File: config.mk
export PLATFORM = sky130hd
export DESIGN_NAME = alu_seq
export DESIGN_NICKNAME = d
export VERILOG_FILES = /design/src/rtl/alu_seq.sv
export SDC_FILE = /design/constraint.sdc
export NUM_CORES = 1
export LEC_CHECK = 0
export ABC_AREA = 1
export BUFFER_PORTS_ARGS = -buffer_cell sky130_fd_sc_hd__clkbuf_2
export CORE_MARGIN = 2
export CORE_UTILIZATION = 50
export CTS_BUF_LIST = sky130_fd_sc_hd__clkbuf_16
export DETAILED_ROUTE_END_ITERATION = 8
export GPL_TIMING_DRIVEN = 0
export PLACE_DENSITY = 0.67
export SYNTH_ARGS = -nofsm -noshare
export SYNTH_HDL_FRONTEND = slang
export SYNTH_SLANG_ARGS = --single-unit
File: constraint.sdc
create_clock -name clk -period 15.4 [get_ports clk]
set_input_delay 0.77 -clock clk [delete_from_list [all_inputs] [get_ports clk]]
set_output_delay 0.77 -clock clk [all_outputs]
set_load 0.02 [all_outputs]
File: src/rtl/alu_seq.sv
`default_nettype none
// ============================================================================
//  Module   : alu_seq
//  Purpose  : Registered ALU with a start/done handshake, C/Z/N/V flags, a
//             multiply-high register and an iterative signed shift-add multiplier.
//  Revision : 1.0 - initial release
// ============================================================================
module alu_seq #(
  parameter int WIDTH = 16
) (
  input  logic             clk,
  input  logic             rst,
  input  logic             start,
  input  logic [5:0]       opcode,
  input  logic [WIDTH-1:0] a,
  input  logic [WIDTH-1:0] b,
  input  logic [WIDTH-1:0] d,
  output logic             busy,
  output logic             done,
  output logic [WIDTH-1:0] result,
  output logic             jump,
  output logic             carry,
  output logic             zero,
  output logic             neg,
  output logic             ovf,
  output logic [WIDTH-1:0] hi
);

  localparam int c_msb = WIDTH - 1;
  localparam int c_cw  = $clog2(WIDTH + 1);

  localparam logic [WIDTH-1:0] c_one     = {{(WIDTH-1){1'b0}}, 1'b1};
  localparam logic [WIDTH-1:0] c_width_v = WIDTH'(WIDTH);
  localparam logic [WIDTH-1:0] c_wp1_v   = WIDTH'(WIDTH + 1);
  localparam logic [c_cw-1:0]  c_cnt_init = c_cw'(WIDTH);
  localparam logic [c_cw-1:0]  c_cnt_one  = c_cw'(1);

  localparam logic [5:0] c_op_jmp  = 6'b000000;
  localparam logic [5:0] c_op_jlt  = 6'b000100;
  localparam logic [5:0] c_op_jgt  = 6'b000101;
  localparam logic [5:0] c_op_jeq  = 6'b000110;
  localparam logic [5:0] c_op_jz   = 6'b000111;
  localparam logic [5:0] c_op_jge  = 6'b001000;
  localparam logic [5:0] c_op_jle  = 6'b001001;
  localparam logic [5:0] c_op_jne  = 6'b001010;
  localparam logic [5:0] c_op_jn   = 6'b001011;
  localparam logic [5:0] c_op_and  = 6'b001100;
  localparam logic [5:0] c_op_or   = 6'b001101;
  localparam logic [5:0] c_op_xor  = 6'b001110;
  localparam logic [5:0] c_op_not  = 6'b001111;
  localparam logic [5:0] c_op_nand = 6'b010000;
  localparam logic [5:0] c_op_nor  = 6'b010001;
  localparam logic [5:0] c_op_xnor = 6'b010010;
  localparam logic [5:0] c_op_mov  = 6'b010011;
  localparam logic [5:0] c_op_add  = 6'b010100;
  localparam logic [5:0] c_op_adc  = 6'b010101;
  localparam logic [5:0] c_op_ado  = 6'b010110;
  localparam logic [5:0] c_op_sub  = 6'b011000;
  localparam logic [5:0] c_op_sbc  = 6'b011001;
  localparam logic [5:0] c_op_sbo  = 6'b011010;
  localparam logic [5:0] c_op_mul  = 6'b011100;
  localparam logic [5:0] c_op_mla  = 6'b011101;
  localparam logic [5:0] c_op_mls  = 6'b011110;
  localparam logic [5:0] c_op_mrt  = 6'b011111;
  localparam logic [5:0] c_op_lsl  = 6'b100000;
  localparam logic [5:0] c_op_lsr  = 6'b100001;
  localparam logic [5:0] c_op_asr  = 6'b100010;
  localparam logic [5:0] c_op_ror  = 6'b100100;
  localparam logic [5:0] c_op_rrc  = 6'b100101;
  localparam logic [5:0] c_op_stp  = 6'b111111;

  typedef enum logic [1:0] {
    S_IDLE = 2'd0,
    S_MULT = 2'd1,
    S_FIX  = 2'd2
  } state_t;

  state_t r_state, w_state_nxt;

  logic [WIDTH-1:0] r_result, r_hi;
  logic             r_done, r_jump, r_carry, r_zero, r_neg, r_ovf;

  logic [WIDTH-1:0] r_mcand, r_acc, r_mq, r_addend;
  logic [c_cw-1:0]  r_cnt;
  logic             r_sign;
  logic [1:0]       r_mop;

  logic w_accept, w_fix_wr, w_is_mul;

  // ---------------- single-cycle datapath ----------------
  logic [WIDTH-1:0] w_add_rhs, w_sub_rhs;
  logic             w_add_cin, w_sub_bin, w_add_v, w_sub_v;
  logic [WIDTH:0]   w_add_sum, w_sub_dif;
  logic             w_lt, w_eq;
  logic [WIDTH-1:0] w_asr, w_ror, w_ror_amt, w_rrc_amt;
  logic [WIDTH:0]   w_rrc_vec, w_rrc;

  assign w_add_rhs = (opcode == c_op_ado) ? c_one : b;
  assign w_add_cin = (opcode == c_op_adc) & r_carry;
  assign w_add_sum = {1'b0, a} + {1'b0, w_add_rhs} + {{WIDTH{1'b0}}, w_add_cin};
  assign w_add_v   = (a[c_msb] == w_add_rhs[c_msb]) & (w_add_sum[c_msb] != a[c_msb]);

  // SBC borrows in when C is clear: a - b + C - 1 == a - b - ~C
  assign w_sub_rhs = (opcode == c_op_sbo) ? c_one : b;
  assign w_sub_bin = (opcode == c_op_sbc) & ~r_carry;
  assign w_sub_dif = {1'b0, a} - {1'b0, w_sub_rhs} - {{WIDTH{1'b0}}, w_sub_bin};
  assign w_sub_v   = (a[c_msb] != w_sub_rhs[c_msb]) & (w_sub_dif[c_msb] != a[c_msb]);

  assign w_lt = $signed(a) < $signed(b);
  assign w_eq = (a == b);

  assign w_asr     = $signed(a) >>> b;
  assign w_ror_amt = b % c_width_v;
  assign w_ror     = (a >> w_ror_amt) | (a << (c_width_v - w_ror_amt));
  assign w_rrc_amt = b % c_wp1_v;
  assign w_rrc_vec = {r_carry, a};
  assign w_rrc     = (w_rrc_vec >> w_rrc_amt) | (w_rrc_vec << (c_wp1_v - w_rrc_amt));

  assign w_is_mul = (opcode == c_op_mul) | (opcode == c_op_mla) | (opcode == c_op_mls);

  logic [WIDTH-1:0] w_res;
  logic             w_wr, w_cv, w_c, w_v, w_jmp;

  always_comb begin
    w_res = r_result;
    w_wr  = 1'b1;
    w_cv  = 1'b0;
    w_c   = r_carry;
    w_v   = r_ovf;
    w_jmp = 1'b0;
    case (opcode)
      c_op_jmp:  begin w_res = d; w_jmp = 1'b1;            end
      c_op_jlt:  begin w_res = d; w_jmp = w_lt;            end
      c_op_jgt:  begin w_res = d; w_jmp = ~w_lt & ~w_eq;   end
      c_op_jeq:  begin w_res = d; w_jmp = w_eq;            end
      c_op_jz:   begin w_res = d; w_jmp = (a == '0);       end
      c_op_jge:  begin w_res = d; w_jmp = ~w_lt;           end
      c_op_jle:  begin w_res = d; w_jmp = w_lt | w_eq;     end
      c_op_jne:  begin w_res = d; w_jmp = ~w_eq;           end
      c_op_jn:   begin w_res = d; w_jmp = a[c_msb];        end
      c_op_and:  w_res = a & b;
      c_op_or:   w_res = a | b;
      c_op_xor:  w_res = a ^ b;
      c_op_not:  w_res = ~a;
      c_op_nand: w_res = ~(a & b);
      c_op_nor:  w_res = ~(a | b);
      c_op_xnor: w_res = ~(a ^ b);
      c_op_mov:  w_res = a;
      c_op_add, c_op_adc, c_op_ado: begin
        w_res = w_add_sum[WIDTH-1:0];
        w_cv  = 1'b1;
        w_c   = w_add_sum[WIDTH];
        w_v   = w_add_v;
      end
      c_op_sub, c_op_sbc, c_op_sbo: begin
        w_res = w_sub_dif[WIDTH-1:0];
        w_cv  = 1'b1;
        w_c   = w_sub_dif[WIDTH];
        w_v   = w_sub_v;
      end
      c_op_mrt:  w_res = r_hi;
      c_op_lsl:  w_res = a << b;
      c_op_lsr:  w_res = a >> b;
      c_op_asr:  w_res = w_asr;
      c_op_ror:  w_res = w_ror;
      // a rotate through carry has no signed meaning, so V is cleared
      c_op_rrc: begin
        w_res = w_rrc[WIDTH-1:0];
        w_cv  = 1'b1;
        w_c   = w_rrc[WIDTH];
        w_v   = 1'b0;
      end
      c_op_stp:  w_res = '0;
      default:   w_wr = 1'b0;
    endcase
  end

  // ---------------- iterative multiplier ----------------
  logic [WIDTH-1:0]   w_mx, w_my, w_mx_mag, w_my_mag;
  logic [WIDTH:0]     w_step;
  logic [2*WIDTH-1:0] w_pmag, w_prod, w_addend, w_fix;

  assign w_mx     = (opcode == c_op_mul) ? a : d;
  assign w_my     = (opcode == c_op_mul) ? b : a;
  assign w_mx_mag = w_mx[c_msb] ? -w_mx : w_mx;
  assign w_my_mag = w_my[c_msb] ? -w_my : w_my;

  assign w_step   = {1'b0, r_acc} + (r_mq[0] ? {1'b0, r_mcand} : '0);

  assign w_pmag   = {r_acc, r_mq};
  assign w_prod   = r_sign ? -w_pmag : w_pmag;
  assign w_addend = {{WIDTH{r_addend[c_msb]}}, r_addend};

  always_comb begin
    case (r_mop)
      2'b01:   w_fix = w_prod + w_addend;
      2'b10:   w_fix = w_addend - w_prod;
      default: w_fix = w_prod;
    endcase
  end

  // ---------------- control ----------------
  always_ff @(posedge clk) begin
    if (rst) r_state <= S_IDLE;
    else     r_state <= w_state_nxt;
  end

  always_comb begin
    w_state_nxt = r_state;
    w_accept    = 1'b0;
    w_fix_wr    = 1'b0;
    case (r_state)
      S_IDLE: begin
        if (start) begin
          w_accept = 1'b1;
          if (w_is_mul) w_state_nxt = S_MULT;
        end
      end
      S_MULT:  if (r_cnt == c_cnt_one) w_state_nxt = S_FIX;
      S_FIX: begin
        w_fix_wr    = 1'b1;
        w_state_nxt = S_IDLE;
      end
      default: w_state_nxt = S_IDLE;
    endcase
  end

  always_ff @(posedge clk) begin
    if (rst) begin
      r_result <= '0;
      r_hi     <= '0;
      r_done   <= 1'b0;
      r_jump   <= 1'b0;
      r_carry  <= 1'b0;
      r_zero   <= 1'b0;
      r_neg    <= 1'b0;
      r_ovf    <= 1'b0;
      r_mcand  <= '0;
      r_acc    <= '0;
      r_mq     <= '0;
      r_addend <= '0;
      r_cnt    <= '0;
      r_sign   <= 1'b0;
      r_mop    <= 2'b00;
    end else begin
      r_done <= 1'b0;
      if (w_accept && !w_is_mul) begin
        r_done <= 1'b1;
        if (w_wr) begin
          r_result <= w_res;
          r_zero   <= (w_res == '0);
          r_neg    <= w_res[c_msb];
          r_jump   <= w_jmp;
        end
        if (w_cv) begin
          r_carry <= w_c;
          r_ovf   <= w_v;
        end
      end
      if (w_accept && w_is_mul) begin
        r_mcand  <= w_mx_mag;
        r_mq     <= w_my_mag;
        r_acc    <= '0;
        r_cnt    <= c_cnt_init;
        r_sign   <= w_mx[c_msb] ^ w_my[c_msb];
        r_addend <= b;
        r_mop    <= opcode[1:0];
      end
      // one multiplier bit per cycle: add, then shift {acc,mq} right
      if (r_state == S_MULT) begin
        r_acc <= w_step[WIDTH:1];
        r_mq  <= {w_step[0], r_mq[WIDTH-1:1]};
        r_cnt <= r_cnt - c_cnt_one;
      end
      if (w_fix_wr) begin
        r_result <= w_fix[WIDTH-1:0];
        r_hi     <= w_fix[2*WIDTH-1:WIDTH];
        r_zero   <= (w_fix[WIDTH-1:0] == '0);
        r_neg    <= w_fix[c_msb];
        r_jump   <= 1'b0;
        r_done   <= 1'b1;
      end
    end
  end

  assign busy   = (r_state != S_IDLE);
  assign done   = r_done;
  assign result = r_result;
  assign jump   = r_jump;
  assign carry  = r_carry;
  assign zero   = r_zero;
  assign neg    = r_neg;
  assign ovf    = r_ovf;
  assign hi     = r_hi;

endmodule
`default_nettype wire

---- Yosys cells after proc, flatten, opt, wreduce, memory -nomap -nowiden ----
Index checks and enable logic that the tools add are counted.
cells by class
  add/subtract/negate cells ............... 13
  bitwise operators ....................... 21
  shifts and indexed selects .............. 7
  multiplexer cells ....................... 39
  div/mod/pow operators ................... 1
  equal/unequal tests ..................... 45
  order comparisons ....................... 1
  reduce and logical (&&, ||, !) cells .... 23
operators by type and width
  kind                number
  $pmux 16 s18        1
  $mux 16             14
  $eq 6x5->1 const B  14
  $not 16->16         4
  $pmux 32 s2         1
  $eq 6x4->1 const B  8
  $logic_not 16->1    3
  $eq 6x6->1 const B  6
  $add 16x16->17      2
  $add 32x32->32      1
  $mux 32             1
  $neg 16->16         2
  $neg 32->32         1
  $or 16x16->16       2
  $shl 16x16->16      2
  $sub 32x32->32      1
  $reduce_or 30->1    1
  $eq 6x3->1 const B  4
  $add 17x1->17       1
  $or 17x17->17       1
  $shl 17x16->17      1
  $shr 17x16->17      1
  $sub 16x16->17      1
  $sub 17x1->17       1
  other kinds (39)    76
word-level totals
  register bits ........................... 112
  bits of input ports ..................... 57
  word-level logic and storage cells ...... 166

---- Longest topological paths before layout ----
  depth in word-level cells ............... 9
  depth in mapped cells ................... 96

---- Least setup slack after synthesis ----
OpenSTA, ideal clock, no wires.
  path kind ............................... input to register
  from .................................... in b[15]
  to ...................................... reg r_zero (netlist: zero)
  stages on the path ...................... 88
  data arrival time ....................... 8942 ps
  path slack .............................. 6339 ps
  required time ........................... 15281 ps
  setup time .............................. 119 ps
  path buffers ............................ 4
  cells stage by stage .................... buf_4 inv_2 nand2_1 nand2_4 nor2_4 nand2_2 nand2_2 nand2_2 nand2_4 nand2_4 nor2_1 nand3_1 nand2_2 nand2_1 nand2_4 nand3_4 nand2_4 nand2_4 [52 not listed] nand2_2 nor2_4 buf_8 nand3_4 nand2_2 nand3_1 nand3_1 nand3_1 nand2_1 nand2_1 nand2_1 nand2_1 nand2_1 inv_1 nand2_1 nor2_1 nand2_1 a21oi_1
between the ends
  word-level cells in the longest chain between the ends .. 9
  elaborated cells on any way between the ends .. 25
  those cells by class .................... add/sub: 5; div: 1; shift: 5; mux: 6; bitwise: 7; reduce/logical: 1
RTL lines
  what                  RTL line  RTL
  start, declared       16        input logic [WIDTH-1:0] b,
  $mod 16x5->16         115       assign w_rrc_amt = b % c_wp1_v;
  $sub 5x16->16         117       assign w_rrc = (w_rrc_vec >> w_rrc_amt) | (w_rrc_vec << (c_wp1_v - w_rrc_amt));
  $shl 17x16->17        117
  $or 17x17->17         117
  $pmux 16 s18 *        131       case (opcode)
  $logic_not 16->1 *    251       r_zero <= (w_res == '0);
  $mux 1 *              249       if (w_wr) begin
  $mux 1 *              247       if (w_accept && !w_is_mul) begin
  $mux 1 *              275       if (w_fix_wr) begin
  end signal, assigned  251
  end signal, assigned  278       r_zero <= (w_fix[WIDTH-1:0] == '0);
  end, declared         81        logic r_done, r_jump, r_carry, r_zero, r_neg, r_ovf;
Every way passes the cells marked *; elsewhere a longest branch is shown, timed or not. The select of a mux whose other input is x is not followed.
A chain may end at the register's enable or synchronous reset.

---- Worst setup path in the final report ----
  from .................................... in b[12]
  to ...................................... reg r_zero (netlist: zero)
Same word-level chain as after synthesis.

==> results.toml <==
[finish]
nets = 3834
drive_gt1_share_pct = 9.801
final_core_util_pct = 54.41
layout_common_cells = "nand2_1, inv_1, nor2_1"
syn_to_final_growth_pct = 7.259
final_common_cell = "nand2_1"

[place]
gp_congestion = 1.087
portBuffers = 95
dp_hpwl_mm = 74.88

[clock_network]
postCtsSetupBuffers = 0
cts_buffer_depth = 2
clockRootBuffer = "clkbuf_16"
cts_tree = "built"
postCtsHoldBufs = 0
clk_latency_ns = 0.38
numCtsBuffers = 9
clk_pin_slew_ns = 0.10
h-tree-depth = 3
post_cts_resized = 0
clock_sinks = 111

[sta]
slew_headroom_pct = -10.68
hold-worst-slack_ns = 0.4759
hold_violations = 0
min_period_ns = 11.19
setup_viol = 0
rsz0062_at_grt = "false"
skew_ns = 0.01741
tns_ns = 0
tightest_slew_ns = 1.618
finalCritPeriodShare_pct = 72.64
slew_violations = 2
max_freq_mhz = 89.39

[die]
coreArea_um2 = 39820
dieArea_um2 = 42030
initial_core_util_pct = 50.73
num_io_pins = 96
rows = 73
die_h_um = 205
die_w_um = 205

[critical_path]
end_kind = "register"
path_class = "in -> reg"
critical_path_required_ns = 15.67
slowest_stage = "nor2_1"
cpMostUsedCell = "nand2_2"
cp_max_fo = 10
arrival_ns = 11.46
startpoint_type = "primary input"
cp_slowest_stage_delay_ns = 0.36

[logic_synthesis]
async_flop_share_pct = 0
seq_area_frac_synth_pct = 11.00
ys.flop_type = "dfxtp_1"
synth_cells = 3511
synth-seq-cells = 111
synth_fp_nets = 3728
synth_top_area_share_pct = 15.53
syn_area_um2 = 20200
synth-edff-count = 0
post_synth.cell_area_avg_um2 = 5.754
synth_area_leader_cell = "nand2_1"
ys_warn_count = 0
ys_types = 72
netlist_top_cells_area = "nand2_1, dfxtp_1, ha_1"

[grt]
antenna_found_initial = 5
grt_use_total_pct = 42.86
grt_pass1_wl_mm = 136.8
grt_max_degree = 25
grt_pass1_vias = 23380
globalRouteOverflowTotal = 0

[routing]
dr.pass1.iters = 6
via_per_inst = 6.117
dr.first_iter.drc_count = 3132
routedWlPerCell_um = 22.14
vias = 25380
postRouteAntennaNets = 0
drt-total-wl_mm = 91.86
drc = 0

[job]
drv_cap = 2

[outcome]
status = "finished with violations"
failed_checks = "max-capacitance violations, max-slew violations"

[worst_hold_path]
hp-class = "reg -> reg"
==> kinds of logic (layout without fill, tap and decap cells) <==
family	count (synthesis)	in the layout	share of synthesized area, %
AO/OA/AOI/OAI	752	752	22.06
XOR/XNOR	101	101	4.379
adder cells (fa/ha/maj)	160	160	10.13
buffers and inverters	677	788	14.02
flip-flops	111	111	11.00
multiplexers	2	2	0.09911
other	0	2	0
AND/OR/NAND/NOR	1708	1708	38.32
==> Yosys cell counts (32+ instances only) <==
cell type  number
a21oi_1       173
a31oi_1        47
clkbuf_1       89
dfxtp_1       111
ha_1          154
inv_1         494
nand2_1       836
nand2_2        58
nand3_1       260
nand4_1        36
nor2_1        320
nor3_1         58
o211ai_1       43
o21ai_0       286
o22ai_1        60
or2_2          32
xor2_1         86
==> registers in the layout (all words and copies together), names as in the netlist <==
name      flops
carry         1
done          1
hi           16
jump          1
ovf           1
r_acc        16
r_addend     16
r_cnt         5
r_mcand      16
r_mop         2
r_mq         16
r_sign        1
r_state       2
result       16
zero          1
==> metrics by stage <==
| stage | area, um2 | setup slack (ns) | std cells |
|---|---|---|---|
| after floorplan | 20200 | 6.339 | 3511 |
| after global placement | 21330 | 4.472 | 4131 |
| after detailed placement | 21330 | 4.093 | 4131 |
| after CTS | 21660 | 4.460 | 4147 |
| after global routing | 21660 | 3.286 | 4147 |
| final | 21670 | 4.214 | 4149 |
==> final timing paths <==
check / endpoint / slack, ns / from / cells past startpoint
max: zero$_SDFFE_PP0P_ / 4.21 / b[12] / 87
min: r_mcand[15]$_SDFFE_PP0P_ / 0.48 / r_mcand[15]$_SDFFE_PP0P_ / 2
max reg2reg: hi[15]$_SDFFE_PP0P_ / 8.24 / r_mq[0]$_SDFFE_PP0P_ / 44
min reg2reg: r_mcand[15]$_SDFFE_PP0P_ / 0.48 / r_mcand[15]$_SDFFE_PP0P_ / 2
==> critical path: cells and delay by family <==
family | cells | cell delay, ns
buffers and inverters | 13 | 2.08
AND/OR/NAND/NOR | 67 | 7.52
AO/OA/AOI/OAI | 4 | 0.44
adder cells (fa/ha/maj) | 3 | 0.61
==> routing by layer <==
layer  part of all wire (%)  global-route usage, %
met3                     11                  9.354
met5                  0.012                      0
met2                     41                  64.95
met4                    6.9                  25.39
met1                     40                  55.60
==> final cells by class <==
class | instances | area [um2]
tap | 525 | 656.9
fill | 4189 | 18160
multi-input combinational | 2723 | 15150
clock inverter | 7 | 103.9
antenna | 2 | 5.005
sequential | 111 | 2222
buffer | 144 | 820.8
clock buffer | 9 | 225.2
inverter | 533 | 2011
timing repair buffer | 95 | 475.5
Power is left out: the tool's default activity adds up to more than one toggle a clock period on the data nets, which glitch-free logic cannot reach.
